### config.mk
export PLATFORM = sky130hd
export DESIGN_NAME = spi_config_master
export DESIGN_NICKNAME = d
export VERILOG_FILES = /design/src/rtl/spi_config_master.sv
export SDC_FILE = /design/constraint.sdc
export NUM_CORES = 1
export LEC_CHECK = 0
export BUFFER_PORTS_ARGS = -buffer_cell sky130_fd_sc_hd__clkbuf_2
export CORE_UTILIZATION = 50
export CTS_BUF_LIST = sky130_fd_sc_hd__clkbuf_4
export CTS_CLUSTER_DIAMETER = 50
export CTS_CLUSTER_SIZE = 30
export DETAILED_ROUTE_END_ITERATION = 8
export PLACE_DENSITY = 0.76
export REMOVE_ABC_BUFFERS = 1
export SETUP_SLACK_MARGIN = 0.05
export SYNTH_ARGS = -nofsm -noshare
export SYNTH_HDL_FRONTEND = slang
export SYNTH_SLANG_ARGS = --single-unit
### constraint.sdc
create_clock -name clk -period 4.2 [get_ports clk]
set_input_delay 0.42 -clock clk [delete_from_list [all_inputs] [get_ports clk]]
set_output_delay 0.42 -clock clk [all_outputs]
set_load 0.005 [all_outputs]
### src/rtl/spi_config_master.sv
// SPI mode-0 configuration-port initiator: instr, addr[15:8], addr[7:0], then len data bytes, MSB first.
// Optional inter-byte idle gap enabled by defining SPI_CONFIG_MASTER_BYTE_GAP_EN.
module spi_config_master #(
  parameter int CLK_DIV    = 4,
  parameter int GAP_CYCLES = 8
) (
  input  logic        clk,
  input  logic        reset_n,
  input  logic        start,
  input  logic [7:0]  instr,
  input  logic [15:0] addr,
  input  logic [7:0]  len,
  input  logic [7:0]  wr_data,
  output logic        wr_data_req,
  output logic [7:0]  rd_data,
  output logic        rd_valid,
  output logic        busy,
  output logic        done,
  output logic        sclk,
  output logic        mosi,
  output logic        ss,
  input  logic        miso
);

  if (CLK_DIV < 1 || CLK_DIV > 255 || GAP_CYCLES < 1) begin : g_bad_param
    $error("spi_config_master: CLK_DIV must be 1..255 and GAP_CYCLES >= 1");
  end

  typedef enum logic [2:0] {IDLE, SETUP, SHIFT, HOLD, DESEL, GAP} state_t;

  localparam logic [7:0] DIV_LAST = 8'(CLK_DIV - 1);
  localparam logic [7:0] DIV_PRE  = 8'((CLK_DIV > 1) ? CLK_DIV - 2 : 0);

  state_t      state;
  logic [7:0]  div_cnt;
  logic [3:0]  hp;        // half-period index within a byte; even = sclk high
  logic [8:0]  byte_idx;  // index of the byte currently in tx
  logic [8:0]  total;
  logic [15:0] addr_q;
  logic [7:0]  tx, rx;
  logic        loaded;    // next byte already in tx, rise at end of hp15
  logic        cap_pend;

  logic        tick, more, nxt_data, req_pre;
  logic [8:0]  nxt_idx;
  logic [7:0]  nb;

  assign tick     = (div_cnt == DIV_LAST);
  assign nxt_idx  = byte_idx + 9'd1;
  assign more     = (nxt_idx < total);
  assign nxt_data = (nxt_idx >= 9'd3);
  assign nb       = (nxt_idx == 9'd1) ? addr_q[15:8] :
                    (nxt_idx == 9'd2) ? addr_q[7:0]  : wr_data;

`ifdef SPI_CONFIG_MASTER_BYTE_GAP_EN
  localparam logic [15:0] GAP_LAST = 16'(GAP_CYCLES - 1);
  localparam logic [15:0] GAP_PRE  = 16'((GAP_CYCLES > 1) ? GAP_CYCLES - 2 : 0);
  logic [15:0] gap_cnt;

  // request lands in the final GAP cycle; byte is loaded on GAP exit
  assign req_pre = more && nxt_data &&
                   ((GAP_CYCLES == 1) ? (state == SHIFT && hp == 4'd15 && tick && !loaded)
                                      : (state == GAP && gap_cnt == GAP_PRE));
`else
  // request lands in the cycle before the fall into hp15, where the next byte loads
  assign req_pre = (state == SHIFT) && more && nxt_data &&
                   ((CLK_DIV == 1) ? (hp == 4'd13) : (hp == 4'd14 && div_cnt == DIV_PRE));
`endif

  always_ff @(posedge clk or negedge reset_n) begin
    if (!reset_n) begin
      state       <= IDLE;
      div_cnt     <= '0;
      hp          <= '0;
      byte_idx    <= '0;
      total       <= '0;
      addr_q      <= '0;
      tx          <= '0;
      rx          <= '0;
      loaded      <= 1'b0;
      cap_pend    <= 1'b0;
      wr_data_req <= 1'b0;
      rd_data     <= '0;
      rd_valid    <= 1'b0;
      busy        <= 1'b0;
      done        <= 1'b0;
      sclk        <= 1'b0;
      mosi        <= 1'b0;
      ss          <= 1'b1;
`ifdef SPI_CONFIG_MASTER_BYTE_GAP_EN
      gap_cnt     <= '0;
`endif
    end else begin
      done        <= 1'b0;
      rd_valid    <= 1'b0;
      cap_pend    <= 1'b0;
      wr_data_req <= req_pre;
      if (cap_pend) begin
        rd_data  <= rx;
        rd_valid <= 1'b1;
      end
      case (state)
        IDLE: if (start) begin
          state    <= SETUP;
          busy     <= 1'b1;
          ss       <= 1'b0;
          mosi     <= instr[7];
          tx       <= instr;
          addr_q   <= addr;
          total    <= 9'd3 + {1'b0, len};
          byte_idx <= '0;
          div_cnt  <= '0;
          hp       <= '0;
          loaded   <= 1'b0;
        end
        SETUP: if (tick) begin
          div_cnt <= '0;
          hp      <= '0;
          sclk    <= 1'b1;
          rx      <= {rx[6:0], miso};
          state   <= SHIFT;
        end else div_cnt <= div_cnt + 8'd1;
        SHIFT: if (!tick) div_cnt <= div_cnt + 8'd1;
        else begin
          div_cnt <= '0;
          if (hp == 4'd15) begin
            if (loaded) begin
              loaded <= 1'b0;
              hp     <= '0;
              sclk   <= 1'b1;
              rx     <= {rx[6:0], miso};
            end else begin
`ifdef SPI_CONFIG_MASTER_BYTE_GAP_EN
              if (more) begin
                state   <= GAP;
                gap_cnt <= '0;
              end else state <= HOLD;
`else
              state <= HOLD;
`endif
            end
          end else begin
            hp <= hp + 4'd1;
            if (!hp[0]) begin
              sclk <= 1'b0;
              if (hp != 4'd14) begin
                tx   <= {tx[6:0], 1'b0};
                mosi <= tx[6];
              end
`ifndef SPI_CONFIG_MASTER_BYTE_GAP_EN
              else if (more) begin
                tx       <= nb;
                mosi     <= nb[7];
                byte_idx <= nxt_idx;
                loaded   <= 1'b1;
              end
`endif
            end else begin
              sclk <= 1'b1;
              rx   <= {rx[6:0], miso};
              if (hp == 4'd13 && byte_idx >= 9'd3) cap_pend <= 1'b1;
            end
          end
        end
        HOLD: if (tick) begin
          div_cnt <= '0;
          ss      <= 1'b1;
          done    <= 1'b1;
          mosi    <= 1'b0;
          state   <= DESEL;
        end else div_cnt <= div_cnt + 8'd1;
        DESEL: if (tick) begin
          div_cnt <= '0;
          busy    <= 1'b0;
          state   <= IDLE;
        end else div_cnt <= div_cnt + 8'd1;
`ifdef SPI_CONFIG_MASTER_BYTE_GAP_EN
        GAP: if (gap_cnt == GAP_LAST) begin
          // re-enter on a low half-period so mosi settles before the next rise
          tx       <= nb;
          mosi     <= nb[7];
          byte_idx <= nxt_idx;
          loaded   <= 1'b1;
          hp       <= 4'd15;
          div_cnt  <= '0;
          state    <= SHIFT;
        end else gap_cnt <= gap_cnt + 16'd1;
`endif
        default: state <= IDLE;
      endcase
    end
  end

endmodule

# Yosys cells after proc, flatten, opt, wreduce, memory -nomap -nowiden
# Index checks and enable logic that the tools add are counted.
[totals]
inputBits = 44
regBits = 81
wordCells = 151
output_inout_bits = 15
[classes]
muxes = 71
n_reduce_logical = 26
addsub = 4
magnitude_cmp = 3
eq_ne = 29
[op_table]
columns = ["op", "count"]
rows = [
  ["two-way mux 8 bit", 9],
  ["two-way mux 9 bit", 6],
  ["two-way mux 7 bit", 6],
  ["case mux 8 bit (2 select lines)", 2],
  ["two-way mux 1 bit", 27],
  ["two-way mux 3 bit", 7],
  ["AND reduction 7 bit", 3],
  ["two-way mux 4 bit", 5],
  ["inequality test 2 bit, second input constant", 10],
  [">= comparator 9 x 2 -> 1 bit, second input constant", 2],
  ["case mux 9 bit (2 select lines)", 1],
  ["equality test 8 x 2 -> 1 bit, second input constant", 2],
  ["case mux 3 bit (5 select lines)", 1],
  ["case mux 7 bit (2 select lines)", 1],
  ["equality test 4 bit, second input constant", 3],
  ["inequality test 3 x 2 -> 1 bit, second input constant", 4],
  ["case mux 4 bit (3 select lines)", 1],
  ["AND reduction 6 bit", 2],
  ["AND reduction 5 bit", 2],
  ["nonzero test 2 bit", 5],
  ["adder 2 x 8 -> 9 bit, first input constant", 1],
  ["adder 9 x 1 -> 9 bit, second input constant", 1],
  ["equality test 9 x 1 -> 1 bit, second input constant", 1],
  ["equality test 9 x 2 -> 1 bit, second input constant", 1],
  ["other kinds (18)", 30],
]

# Depth between registers and ports, before layout
[logic_depth]
word_depth = 10
depth_mapped = 13
ltp_nobuf = 11

# Worst setup path before layout
# No wires, ideal clock.
[synth_timing]
kind = "flip-flop to flip-flop"
from = "register byte_idx[1]"
to = "register byte_idx[2]"
arrival_time_ps = 2942
setup_time_ps = 135
n_path_buf = 2
period_less_slack_ps = 3077
required_ps = 4065
stages_incl_launch_ff = 14
slack_ps = 1123
cell_sequence = "dfrtp_1 > ha_1 > nand3_2 > buf_6 > nor3_1 > xor2_1 > ha_1 > nand2b_1 > a21oi_1 > or4_4 > and2_4 > buf_6 > o311ai_1 > o31ai_1"
[synth_between]
elab_chain_len = 7
elab_cells_between_ends = 10
classes_between = "add/sub: 1; order compare: 1; eq/ne: 1; mux: 6; reduce/logical: 1"
[synth_lines]
columns = ["item", "line", "text"]
rows = [
  ["start, declared", "37", "logic [8:0] byte_idx;"],
  ["start signal, assigned", "154", "byte_idx <= nxt_idx;"],
  ["adder 9 x 1 -> 9 bit *", "49", "assign nxt_idx = byte_idx + 9'd1;"],
  ["parallel branches: the longest is 6 deep, another holds < comparator 9 bit", "-", ""],
]
# Mark *: on every way between the ends. The select of a mux whose other input is x is not followed.
# A chain may end at the register's enable or synchronous reset.

# Worst setup path after layout
[layout_timing]
from = "register byte_idx[0]"
to = "register byte_idx[2]"
# The elaborated chain is that of the path after synthesis.

==> metrics.md <==
| Metric | Value |
|---|---|
| Pwr/cell area | 580 mW/mm^2 |
| Status | complete, but fails checks |
| Die area | 0.00959 sq mm |
| Max incr delay on CP | 0.56 ns |
| Ys async rst share | 1.00 |
| Ant. Diodes | 0 |
| Area of the multi-input gates | 0.00236 sq mm |
| Setup TNS | 0 ns |
| Final setup violation count | 0 |
| Area Growth Syn to Fin | 9.00% |
| # hold bufs at CTS | 0 |
| Clock buffer depth | 2 |
| Crit-path max FO | 13 |
| Top_reg_cell synth | dfrtp_1 |
| Largest net degree at the start of global routing | 82 |
| Drt initial violations | 224 |
| Die height | 97.9 um |
| Max-cap violations | 0 |
| Post-synthesis sequential area ratio | 0.441 |
| Commonest non-fill, non-tap cells in the layout | nand2_1 (92), dfrtp_1 (80), clkbuf_2 (57), nor2_1 (35), o21ai_0 (33) |
| Routability Congestion | 0.860 |
| Yosys Warn Count | 0 |
| Starting density of the core | 0.522 |
| Crit Path Class | flip-flop to flip-flop |
| Worst skew pair latency | 0.43 ns |
| Nets | 598 |
| DRT Pass-1 Iters | 6 |
| EDFF count, synth | 0 |
| Vias post-DR | 3740 |
| TritonCTS clock tree | yes |
| Crit end category | flip-flop |
| Clk slew on worst S/H paths | 0.13 ns |
| Startpoint types | flip-flop |
| Post-Syn Area | 0.00460 sq mm |
| Routed wire length | 9570 um |
| Violated checks | DRC |
| Layout cells sized above 1 | 0.206 |
| FF+latch area | 0.00203 sq mm |
| GRT Residual Overflow | 0 |
| H-tree Lvls | 3 |
| Commonest non-fill, non-tap cell in the layout | nand2_1 |
| Die Wd | 97.9 um |
| #FFs+latches synth | 81 |
| Leak | 0.00227 uW |
| Antenna Nets Post-Route | 0 |
| First-pass GRT wire length | 16500 um |
| # DRC | 4 |
| Clock Sinks | 81 |
| Final WS setup | 0.733 ns |
| Worst Path Arrival | 3.81 ns |
| Fillers | 780 |
| Initial antenna violation count | 0 |
| Final hold vios | 0 |
| Skew final | 0.0112 ns |
| Slew headroom | 0.315 |
| WHS | 0.138 ns |
| Count of cell types in the netlist | 66 |
| Row cnt | 34 |
| Fin. max-slew vios | 0 |
| Resized cells post-CTS | 0 |
| CTS root buf | clkbuf_4 |
| Worst Path Required | 4.54 ns |
| Core area | 0.00881 sq mm |
| Total Routing Usage GR | 0.212 |
| Pre-CTS setup slack | 0.760 ns |
| Post-Synthesis Cells | 495 |
| Post-CTS setup buffers | 0 |
| Number of I/O port buffers | 58 |
| Worst-Margin Slew | 1.03 ns |
| Final period utilization | 0.825 |
| CTS Buf Count | 9 |
| HPWL Detailed | 6780 um |
| Ports | 59 |
| Hold Path Class | input port to asynchronous set/reset pin |
| CP Cell Sequence | ha_1 > nand3_2 > nor3_1 > xor2_1 > ha_1 > nand2b_1 > a21oi_1 > or4_4 > a21oi_1 > nand2_1 > o31ai_1 |
| Max Clock Freq | 288 MHz |
| Vias in the first global route | 3471 |
| VDD IR max | 0.273 mV |
| Unrepaired setup endpoints after global routing | no |
| Vias per cell | 5.74 |
| Min Clock Period, post-route | 3.47 ns |
| Routed wire per std cell | 14.7 um |
| Synthesized area per cell | 9.29 sq um |
| Slowest cell on the critical path | dfrtp_1 |
==> final timing paths <==
path                                   from     endpoint  slack (ns)  depth (start not counted)
worst max register to register  byte_idx[0]  byte_idx[2]        0.73                         11
worst min-delay path                reset_n     rd_valid        0.14                          1
min in group clk                   addr[13]   addr_q[13]        0.17                          3
worst min register to register    addr_q[8]    addr_q[8]        0.49                          2
max in group asynchronous           reset_n   addr_q[10]        3.40                          1
worst max-delay path            byte_idx[0]  byte_idx[2]        0.73                         11
==> final cells by class <==
| type | instances | area share |
|---|---|---|
| Clock buffer | 9 | 0.0135 |
| Tap cell | 108 | 0.0269 |
| Sequential cell | 81 | 0.404 |
| Timing Repair Buffer | 59 | 0.0599 |
| Inverter | 16 | 0.0120 |
| Clock inverter | 7 | 0.0122 |
| Multi-Input combinational cell | 372 | 0.471 |
==> registers in the layout, indices dropped and copies added, names as in the netlist, 3 cells and up <==
name,flops
addr_q,16
byte_idx,9
total,9
div_cnt,8
rd_data,8
rx,8
tx,7
hp,4
state,3
==> through the flow <==
stage / power, uW / utilization / instances / instance area, sq um
2_1_floorplan: 2130 / - / 469 / 4450
3_3_place_gp: 2420 / 0.555 / 636 / 4890
3_5_place_dp: 2480 / 0.555 / 636 / 4890
4_1_cts: 2930 / 0.569 / 652 / 5010
5_1_grt: 3140 / 0.569 / 652 / 5010
6_report: 2910 / 0.569 / 652 / 5010
==> where the power goes <==
part | leakage [uW] | switching, uW | total (uW) | internal [uW]
Combinational | 0.00116 | 674 | 1140 | 470
Clock | 0.0000745 | 272 | 448 | 176
Sequential | 0.00104 | 275 | 1320 | 1040
Total | 0.00227 | 1220 | 2910 | 1690
==> synth_stat cells, types with 2 or more instances <==
cell type	number	area share
nand2b_1	8	0.011
mux2_2	19	0.047
nand2_1	92	0.075
or2_2	2	0.0027
nor3_1	8	0.0087
o2111ai_1	2	0.0038
and2_1	2	0.0027
o21ai_0	33	0.036
nor2_1	35	0.029
buf_4	2	0.0033
dfrtp_1	80	0.44
o221ai_1	2	0.0038
a31o_2	2	0.0038
a21oi_1	10	0.011
clkbuf_1	12	0.0098
and3_1	4	0.0054
a22oi_1	8	0.013
ha_1	15	0.041
o311ai_0	2	0.0038
inv_1	16	0.013
o311ai_1	3	0.0057
xnor2_1	3	0.0057
xor2_1	9	0.017
nor3b_1	2	0.0033
nand3_2	4	0.0087
buf_2	6	0.0065
nand4_1	9	0.012
o211ai_1	14	0.023
nand3b_1	3	0.0049
o22a_1	2	0.0038
o21bai_1	3	0.0049
nand3_1	13	0.014
a211oi_1	2	0.0033
a31oi_1	14	0.019
buf_6	5	0.012
or3_1	5	0.0068
o31ai_1	7	0.011
o21ai_1	2	0.0022
a32o_1	2	0.0044
o21a_1	7	0.011
==> routing by layer <==
metal / global-route usage / vias up / wire length [um]
met4: 0.0641 / 0 / 110
met5: 0 / - / 0
met1: 0.308 / 1764 / 4680
met2: 0.321 / 96 / 4300
met3: 0.0415 / 12 / 474
li1: - / 1868 / -
==> logic make-up (layout without fill, tap and decap cells) <==
family                   Yosys count  after routing  share of synthesized area
AO/OA/AOI/OAI                    126            126                      0.189
AND/OR/NAND/NOR                  199            199                      0.212
adder cells (fa/ha/maj)           15             15                     0.0408
buffers and inverters             42             91                     0.0457
flip-flops                        81             81                      0.441
XOR/XNOR                          12             12                     0.0228
multiplexers                      20             20                     0.0487
==> critical path, delay by kind of cell (launching register included) <==
family / cells / cell delay (ns)
AND/OR/NAND/NOR: 5 / 1.42
AO/OA/AOI/OAI: 3 / 0.59
adder cells (fa/ha/maj): 2 / 0.60
flip-flops: 1 / 0.56
XOR/XNOR: 1 / 0.22
Note: power is estimated with default switching activity, not from simulation.
